==> config.mk <==
export PLATFORM = sky130hd
export DESIGN_NAME = seq_detect_prog
export DESIGN_NICKNAME = d
export VERILOG_FILES = /design/src/rtl/seq_detect_pkg.sv /design/src/rtl/sat_counter.sv /design/src/rtl/seq_detect_prog.sv
export SDC_FILE = /design/constraint.sdc
export NUM_CORES = 1
export LEC_CHECK = 0
export ABC_AREA = 1
export CORE_MARGIN = 8
export CORE_UTILIZATION = 45
export DETAILED_ROUTE_END_ITERATION = 10
export DONT_BUFFER_PORTS = 1
export HOLD_SLACK_MARGIN = 0.02
export PLACE_DENSITY = 0.71
export SLEW_MARGIN = 15
export SYNTH_ARGS = -nofsm -noshare
export SYNTH_HDL_FRONTEND = slang
export SYNTH_SLANG_ARGS = --single-unit
==> constraint.sdc <==
create_clock -name clk -period 3.05 [get_ports clk]
set_input_delay 0.7625 -clock clk [delete_from_list [all_inputs] [get_ports clk]]
set_output_delay 0.7625 -clock clk [all_outputs]
set_load 0.005 [all_outputs]
==> src/rtl/seq_detect_pkg.sv <==
// Shared constants and helpers for the programmable serial sequence detector.
package seq_detect_pkg;

    // Pattern, length and overlap mode loaded at reset.
    localparam logic [15:0] SEQ_DEF_PATTERN = 16'b10010;
    localparam int          SEQ_DEF_LEN     = 5;
    localparam bit          SEQ_DEF_OVERLAP = 1'b1;

    // Width needed to hold a pattern length of 0..max_len.
    function automatic int len_w(input int max_len);
        return $clog2(max_len + 1);
    endfunction

endpackage

==> src/rtl/sat_counter.sv <==
// Up-counter that sticks at all-ones; a clear on the same edge as an
// increment leaves the count at one.
module sat_counter #(
    parameter int W = 8
) (
    input  logic         clk,
    input  logic         rst,
    input  logic         clr,
    input  logic         inc,
    output logic [W-1:0] count
);

    // Reset wins, then clear (counting the coincident increment), then saturating increment.
    always_ff @(posedge clk) begin
        if (rst) begin
            count <= '0;
        end else if (clr) begin
            count <= inc ? W'(1) : '0;
        end else if (inc && (count != {W{1'b1}})) begin
            count <= count + W'(1);
        end
    end

endmodule

==> src/rtl/seq_detect_prog.sv <==
// Programmable serial sequence detector. The newest bit enters hist at bit 0.
// A detection is a masked compare of the low len bits of the shifted history
// against the active pattern, qualified by enough history having been seen.
module seq_detect_prog
    import seq_detect_pkg::*;
#(
    parameter int          MAX_LEN     = 8,
    parameter int          CNT_W       = 8,
    parameter logic [15:0] DEF_PATTERN = SEQ_DEF_PATTERN,
    parameter int          DEF_LEN     = SEQ_DEF_LEN,
    parameter bit          DEF_OVERLAP = SEQ_DEF_OVERLAP
) (
    input  logic                       clk,
    input  logic                       rst,
    input  logic                       in_valid,
    input  logic                       in_bit,
    input  logic                       cfg_load,
    input  logic [MAX_LEN-1:0]         cfg_pattern,
    input  logic [len_w(MAX_LEN)-1:0]  cfg_len,
    input  logic                       cfg_overlap,
    input  logic                       cnt_clr,
    output logic                       match,
    output logic [CNT_W-1:0]           match_count,
    output logic [len_w(MAX_LEN)-1:0]  fill
);

    localparam int LEN_W = len_w(MAX_LEN);

    logic [MAX_LEN-1:0] hist;
    logic [MAX_LEN-1:0] pattern;
    logic [LEN_W-1:0]   len;
    logic               overlap;

    logic [MAX_LEN-1:0] shifted;
    logic [MAX_LEN-1:0] mask;
    logic [LEN_W:0]     fill_inc;
    logic [LEN_W-1:0]   len_clamped;
    logic               detect;

    // Length clamp applied when a new configuration is latched.
    always_comb begin
        len_clamped = cfg_len;
        if (cfg_len == '0) begin
            len_clamped = LEN_W'(1);
        end else if (cfg_len > LEN_W'(MAX_LEN)) begin
            len_clamped = LEN_W'(MAX_LEN);
        end
    end

    // Masked compare of the would-be history against the pattern; a load
    // cycle never detects because its input bit is discarded.
    always_comb begin
        mask = '0;
        for (int i = 0; i < MAX_LEN; i++) begin
            if (i < int'(len)) begin
                mask[i] = 1'b1;
            end
        end
        shifted  = (hist << 1) | MAX_LEN'(in_bit);
        fill_inc = {1'b0, fill} + (LEN_W + 1)'(1);
        detect   = in_valid && !cfg_load
                   && ((shifted & mask) == (pattern & mask))
                   && (fill_inc >= {1'b0, len});
    end

    // Configuration, history, fill and the registered match pulse.
    always_ff @(posedge clk) begin
        if (rst) begin
            pattern <= DEF_PATTERN[MAX_LEN-1:0];
            len     <= LEN_W'(DEF_LEN);
            overlap <= DEF_OVERLAP;
            hist    <= '0;
            fill    <= '0;
            match   <= 1'b0;
        end else if (cfg_load) begin
            pattern <= cfg_pattern;
            len     <= len_clamped;
            overlap <= cfg_overlap;
            hist    <= '0;
            fill    <= '0;
            match   <= 1'b0;
        end else begin
            match <= detect;
            if (in_valid) begin
                hist <= shifted;
                // Non-overlapping mode restarts the fresh-bit count after a hit.
                if (detect && !overlap) begin
                    fill <= '0;
                end else if (fill < len) begin
                    fill <= fill + LEN_W'(1);
                end
            end
        end
    end

    sat_counter #(
        .W(CNT_W)
    ) u_cnt (
        .clk  (clk),
        .rst  (rst),
        .clr  (cnt_clr),
        .inc  (detect),
        .count(match_count)
    );

endmodule

* Word-level counts from Yosys, hierarchy flattened
Cells that the tools add are included.
Cells by class: reductions and logical operators 12, equal/unequal tests 2, add/sub/neg operators 3, muxes and demuxes 15, bitwise operators 3, order comparisons 11
Operator list (number):
- $and 8x8->8 | 2
- $lt 3x4->1 const A | 4
- $mux 4 | 4
- $mux 8 | 2
- $mux 1 | 9
- $add 8x1->8 const B | 1
- $eq 8x8->1 | 1
- $lt 1x4->1 const A | 2
- $lt 2x4->1 const A | 2
- $ne 8x8->1 const B | 1
- $or 8x1->8 | 1
- $add 4x1->5 const B | 1
- $ge 5x4->1 | 1
- $logic_and 1x1->1 | 5
- $add 4x1->4 const B | 1
- $gt 4x4->1 const B | 1
- $logic_not 4->1 | 1
- $lt 4x4->1 | 1
- $reduce_bool 2->1 | 2
- $logic_not 1->1 | 2
- $reduce_and 2->1 | 1
- $reduce_or 2->1 | 1
Word-level totals: input port bits 19, output and inout bits 13, register bits 33

* Logic depth before layout (Yosys ltp)
Gate-level depths: netlist (run 1).
depth after elaboration 9, mapped depth 14

* Hierarchy
Synthesis (run 1) repeated with hierarchy kept, for this count alone.
Second synthesis, totals: cell total of the unflattened synthesis 269, area total of the unflattened synthesis 1861.8 um^2
By module, submodules not included:
- seq_detect_prog | instances 1, area an instance 1370.1 um^2, cells each 194
- sat_counter | instances 1, area an instance 491.7 um^2, cells each 75

* Worst setup path before layout (run 1)
No wires, ideal clock.
kind reg-to-reg, from register fill[0], to register u_cnt.count[7], arrival 1.705 ns, period minus slack after synthesis 1.820 ns, path buffers 0, stages on the path, launching flop included 14, setup slack 1.230 ns, required time 2.935 ns, cell sequence dfxtp_1 > ha_1 > ha_1 > nand2_1 > nand2_1 > nand2_1 > nand2_1 > nand2_1 > nand2_1 > nand4_4 > nand2_4 > nand3_1 > nand2_1 > nor2_1
On the way: word-level cells in the longest chain between the ends 5
Ends and longest elaborated chain:
- start: declaration | line seq_detect_prog.sv:24 | output logic [len_w(MAX_LEN)-1:0] fill
- start signal: assignment | line seq_detect_prog.sv:90 | fill <= fill + LEN_W'(1);
- $add 4x1->5 | line seq_detect_prog.sv:60 | fill_inc = {1'b0, fill} + (LEN_W + 1)'(1);
- $ge 5x4->1 | line seq_detect_prog.sv:63 | && (fill_inc >= {1'b0, len});
- $logic_and 1x1->1 | line seq_detect_prog.sv:63
- $logic_and 1x1->1 | line sat_counter.sv:19 | end else if (inc && (count != {W{1'b1}})) begin
- $reduce_bool 2->1 (no line)
- end signal: assignment | line sat_counter.sv:18 | count <= inc ? W'(1) : '0;
- end signal: assignment | line sat_counter.sv:20 | count <= count + W'(1);
- end: declaration | line sat_counter.sv:10 | output logic [W-1:0] count
Every way passes these cells. A chain may end at the register's enable or synchronous reset.

* Worst setup path after layout (run 1)
from register fill[1], to register u_cnt.count[2]
The elaborated chain is that of the path after synthesis.

==> run metrics, run 1 <==
Post-Layout Cell Count=307; share of layout cells above drive strength 1=0.1012; die area=6340 um^2; Hold Startpoint=pattern[2]; xor/xnor share of the synthesized area=0.02885; Fin Setup TNS=0 ps; fillers=397; Port Buffers=0; post-place setup slack=933.8 ps; PwrDens=467.8 nW/um^2; type of the worst min-delay path=flop to flop; slowest stage delay, CP=460 ps; residual DRC count=0; drt pass-1 iters=4; Vias/cell=4.964; sequential power share=0.511; post-synthesis cell area=1822 um^2; CTS Sinks=33; most frequent cells in the layout=nand2_1, dfxtp_1, inv_1, nor2_1, a21oi_1; final worst slack=1014 ps; grt ovf=0; Post-DP HPWL=3028 um; max-slew violation count=0; Critical Path End Type=flop; crit path max-delay cell type=dfxtp_1; Hold Violations, Final=0; hold slack final=471.3 ps; Starting DRT DRC Count=47; Period Utilization, post-route=0.6677; Syn. warnings=0; # H-tree levels=2; fin nets=286; Seq/Total Area, Yosys=0.3626; post-synthesis compound-gate area fraction=0.1449; maximum clock path buffer count=2; first-pass GRT wire length=6617 um; Post-Place Cells=300; Switch Pwr=235.5 uW; GPL Wtd Cong=0.8390; routed wire length per instance=12.70 um; Sw Ratio=0.2587; Rows=23; GRT Total Usage=0.1300; critical path type=flop to flop; Cell Int Power=674.8 uW; initial antenna violation count=0; I/O pins=32; Hold Crit Endpoint=pattern[2]; syn_nets=285; Max Clk Rate=0.4911 GHz; Clock Skew=4.048 ps; largest fanout on the critical path=5; VDD IR max=0.0005182 V; clk slew on worst S/H paths=60 ps; r2r worst-path depth=13; most frequent CP cell=nand2_1; Final Util=0.4935; Gate power share=0.136; largest family of logic cells by synthesized area=simple AND/OR/NAND/NOR gates; commonest non-fill, non-tap cell in the layout=nand2_1; # hold bufs at CTS=0; number of diodes=0; post-synthesis mux area share=0; Final min period=2036 ps; Num CTS Buffers=5; Synth Area in Adders=0.06868; Max Cap Viol=0; crit path cell chain=ha_1, ha_1, nand2_1, nand2_1, nand2_1, nand2_1, nand2_1, nand2_1, nand4_4, inv_2, nand3_1, nand2_1, nor2_1; RSZ-0062 raised after global routing=false; CTS root buf=clkbuf_8; area grow syn2layout=6.800%; DRT antenna net count=0; distinct cell type count after synthesis=28; Final Setup Violations=0; status=complete, no violations; vias in the first global route=1462; DR vias=1524; RR Endpoint=u_cnt.count[2]; number of synthesized register bits=33; type of origin of the critical path=flop; syn_area_per_cell=7.116 um^2; Clk Latency, worst-skew pair=270 ps; Routed WL=3900 um; CTS tree=built; slew of the pin with the lowest slew margin=641.5 ps; Synth Instances=256; post-synthesis simple-gate area fraction=0.3173; core area=3943 um^2; static leakage=0.8575 nW; CP arrival=2200 ps; # resized after CTS=0; slew margin rel.=0.5707; CP Data Required Time=3220 ps; worst r2r src=fill[1]; postcts setup bufs=0; Clk pwr share=0.352; Die X=79.63 um; WHS Path Cells=2; starting density of the core=0.4621; die height=79.63 um; largest net degree at the start of global routing=18; worst reg2reg setup slack=1010 ps
[worst max-delay path: cells and delay by family, from the launching register on]
kind                       cells  cell delay [ps]
DFF                            1              460
buffers and inverters          1              130
and+or+nand+nor               10              760
adders and majority gates      2              580
[power groups by stage]
stage / Combinational, mW / Clock, mW / Sequential [mW]
final: 0.124 / 0.321 / 0.466
after detailed placement: 0.124 / 0 / 0.475
after CTS: 0.125 / 0.330 / 0.466
after floorplan: 0.110 / 0 / 0.471
after global placement: 0.122 / 0 / 0.475
after global routing: 0.145 / 0.350 / 0.468
[Yosys cell counts]
| master | instances | area share |
|---|---|---|
| a211oi_1 | 1 | 0.0041 |
| a21oi_1 | 20 | 0.055 |
| a21oi_2 | 2 | 0.0096 |
| a31o_2 | 1 | 0.0048 |
| a31oi_1 | 1 | 0.0034 |
| buf_2 | 2 | 0.0055 |
| clkbuf_1 | 4 | 0.0082 |
| dfxtp_1 | 33 | 0.36 |
| ha_1 | 10 | 0.069 |
| inv_1 | 29 | 0.060 |
| inv_2 | 2 | 0.0041 |
| nand2_1 | 66 | 0.14 |
| nand2_2 | 2 | 0.0069 |
| nand2_4 | 2 | 0.012 |
| nand3_1 | 14 | 0.038 |
| nand3_2 | 2 | 0.011 |
| nand4_4 | 2 | 0.023 |
| nor2_1 | 29 | 0.060 |
| nor2_2 | 4 | 0.014 |
| nor2_4 | 1 | 0.0062 |
| nor3_1 | 1 | 0.0027 |
| nor3b_2 | 1 | 0.0069 |
| o211ai_1 | 1 | 0.0041 |
| o21ai_0 | 18 | 0.049 |
| o21bai_1 | 1 | 0.0041 |
| o21bai_4 | 1 | 0.010 |
| xnor2_1 | 2 | 0.0096 |
| xor2_1 | 4 | 0.019 |
[flip-flops by register name, indices dropped and copies added (netlist names)]
name and cells:
pattern 8, u_cnt.count 8, hist 7, fill 4, len 4, match 1, overlap 1
[stage by stage]
stage / area (um^2) / total power [mW]
after floorplan: 1822 / 0.5806
after global placement: 1859 / 0.5968
after detailed placement: 1859 / 0.5991
after CTS: 1946 / 0.9209
after global routing: 1946 / 0.9626
final: 1946 / 0.9102
[logic make-up after synthesis]
kind of cell / count (synthesis)
flops: 33
simple gates: 124
xor+xnor: 6
compound gates: 46
buf+inv: 37
fa+ha+maj: 10
[per-layer routing]
metal	global-route usage	share of wire	up-vias
met5	0	0	-
met4	0.03889	0.0046	0
met3	0.04279	0.042	2
met2	0.2029	0.47	23
met1	0.1648	0.49	679
li1	-	-	820
[worst max-delay path by stage]
| stage | to | slack [ps] | start | cells after the start |
|---|---|---|---|---|
| after floorplan | u_cnt.count[7] | 1230 | fill[0] | 13 |
| after global placement | u_cnt.count[7] | 910 | cfg_load | 10 |
| after detailed placement | u_cnt.count[7] | 930 | cfg_load | 10 |
| after CTS | u_cnt.count[2] | 1010 | fill[1] | 13 |
| after global routing | u_cnt.count[2] | 760 | fill[0] | 13 |
| final | u_cnt.count[2] | 1010 | fill[1] | 13 |
[area by class of cell]
cell class / count / area (um^2) / share of cell area
multi-input cells: 186 / 1020 / 0.5241
inverters: 31 / 116.4 / 0.05981
flip-flops and latches: 33 / 660.6 / 0.3395
well taps: 50 / 62.56 / 0.03215
clock buffers: 7 / 86.33 / 0.04437
Note: power is estimated with default switching activity, not from simulation.
==> run 2: changes to the inputs <==
==> constraint.sdc (replaced) <==
create_clock -name clk -period 2.1 [get_ports clk]
set_input_delay 0.525 -clock clk [delete_from_list [all_inputs] [get_ports clk]]
set_output_delay 0.525 -clock clk [all_outputs]
set_load 0.005 [all_outputs]
==> run metrics, run 2 (same netlist as run 1, synthesis figures left out) <==
status=complete, no violations; RSZ-0062 raised after global routing=false; slew margin rel.=0.5222; CTS tree=built; worst reg2reg setup slack=220 ps; most frequent cells in the layout=nand2_1, dfxtp_1, inv_1, nor2_1, a21oi_1; Hold Crit Endpoint=u_cnt.count[5]; cell area after layout=2007 um^2; core area=3943 um^2; metal3 WL=213 um; fin nets=288; Post-Layout Cell Count=310; largest registers=pattern (8), u_cnt.count (8), hist (7); Port Buffers=0; type of the worst min-delay path=primary input to flop; Clock Skew=8.949 ps; Final Setup Violations=0; Max Clk Rate=0.5311 GHz; largest fanout on the critical path=7; Switch Pwr=379.7 uW; # hold bufs at CTS=0; drt pass-1 iters=4; Final min period=1883 ps; fillers=387; routed wire length per instance=12.92 um; Die X=79.63 um; Max Cap Viol=0; FF/Latch Area=663.1 um^2; RR Endpoint=fill[3]; sequential power share=0.454; largest net degree at the start of global routing=18; WHS Path Cells=1; Period Utilization, post-route=0.8967; residual DRC count=0; GPL Wtd Cong=0.8324; worst r2r src=fill[0]; DRT antenna net count=0; Routed WL=4005 um; Clk pwr share=0.422; Post-Place Cells=302; grt ovf=0; die area=6340 um^2; hold slack final=295.2 ps; maximum clock path buffer count=2; slew of the pin with the lowest slew margin=714.0 ps; Num CTS Buffers=5; CTS Sinks=33; Max Used Layer=met4; Clk Latency, worst-skew pair=300 ps; static leakage=0.8810 nW; DR vias=1568; initial antenna violation count=0; CP arrival=2070 ps; Multi-input gate area=1030 um^2; critical path type=flop to flop; Cell Int Power=1.110 mW; met2 WL=1832 um; commonest non-fill, non-tap cell in the layout=nand2_1; number of diodes=0; Hold Startpoint=rst; Starting DRT DRC Count=71; Critical Path End Type=flop; Hold Violations, Final=0; share of layout cells above drive strength 1=0.1308; CTS root buf=clkbuf_8; Gate power share=0.125; area grow syn2layout=10.16%; PwrDens=742.1 nW/um^2; GRT Total Usage=0.1393; Vias/cell=5.058; VDD IR max=0.0003802 V; starting density of the core=0.4621; clk slew on worst S/H paths=70 ps; Rows=23; I/O pins=32; Sw Ratio=0.2550; Fin Setup TNS=0 ps; vias in the first global route=1510; Post-DP HPWL=3057 um; r2r worst-path depth=13; max-slew violation count=0; CP Data Required Time=2290 ps; met1 wire length=1894 um; type of origin of the critical path=flop; die height=79.63 um; Final Util=0.5090; placed cell areas=1874 um^2; first-pass GRT wire length=6893 um; # H-tree levels=2
==> run 2: cell count changes in the layout (fill, tap and decap cells not counted) <==
cell | previous run | this run
xor2_1 | 4 | 3
nand2_1 | 66 | 65
clkinvlp_4 | 0 | 1
clkbuf_1 | 1 | 0
buf_4 | 0 | 2
bufinv_16 | 0 | 1
dfxtp_2 | 0 | 2
xor2_2 | 0 | 1
nand2_2 | 2 | 3
dfxtp_1 | 33 | 31
==> run 2: timing repair <==
item | 4_1_cts | 5_1_grt
gates resized for setup | 0 | 4
buffers inserted | 0 | 0
endpoints found under the setup margin | 0 | 12
==> run 2: power groups by stage <==
stage	registers, mW	logic (mW)	clock network [mW]
finish	0.675	0.186	0.628
global route	0.679	0.217	0.676
CTS	0.675	0.185	0.644
detailed placement	0.689	0.183	0
global placement	0.689	0.181	0
floorplan	0.684	0.160	0
==> run 2: worst max-delay path, cell delays in order, from the launching register on <==
cell and delay (ps):
dfxtp_2 360, ha_1 320, ha_1 280, nand2_1 50
nand2_1 50, nand2_1 40, nand2_1 50, nand2_1 50
nand2_2 120, nand4_4 150, nand2_4 130, nand3_1 80
nand2_1 60, nor2_1 40
==> run 2: cell type report <==
type                       count  share of cell area
tap                           50             0.03117
clock buffer                   6             0.04115
sequential                    33              0.3304
timing repair buffer           2            0.007481
inverter                      31             0.05798
multi-input combinational    186              0.5131
clock inverter                 2             0.01870
==> run 2: stage by stage <==
| step | power, mW | setup WS [ps] |
|---|---|---|
| 2_1_floorplan | 0.8432 | 280.3 |
| 3_3_place_gp | 0.8696 | 128.5 |
| 3_5_place_dp | 0.8724 | 100.5 |
| 4_1_cts | 1.504 | 74.86 |
| 5_1_grt | 1.571 | 32.18 |
| 6_report | 1.489 | 217.0 |
==> run 2: how the worst max path moves through the flow <==
stage             from              to  slack [ps]  depth (start not counted)
3_3_place_gp   fill[0]  u_cnt.count[7]         130                         13
2_1_floorplan  fill[0]  u_cnt.count[7]         280                         13
4_1_cts        fill[0]         fill[3]          70                         13
6_report       fill[0]         fill[3]         220                         13
3_5_place_dp   fill[0]  u_cnt.count[0]         100                         11
5_1_grt        fill[0]  u_cnt.count[2]          30                         13
==> run 2: metal layers <==
layer	GRT usage	vias to the layer above
li1	-	828
met1	0.1687	707
met2	0.2135	28
met3	0.05631	5
met4	0.05556	0
met5	0	-
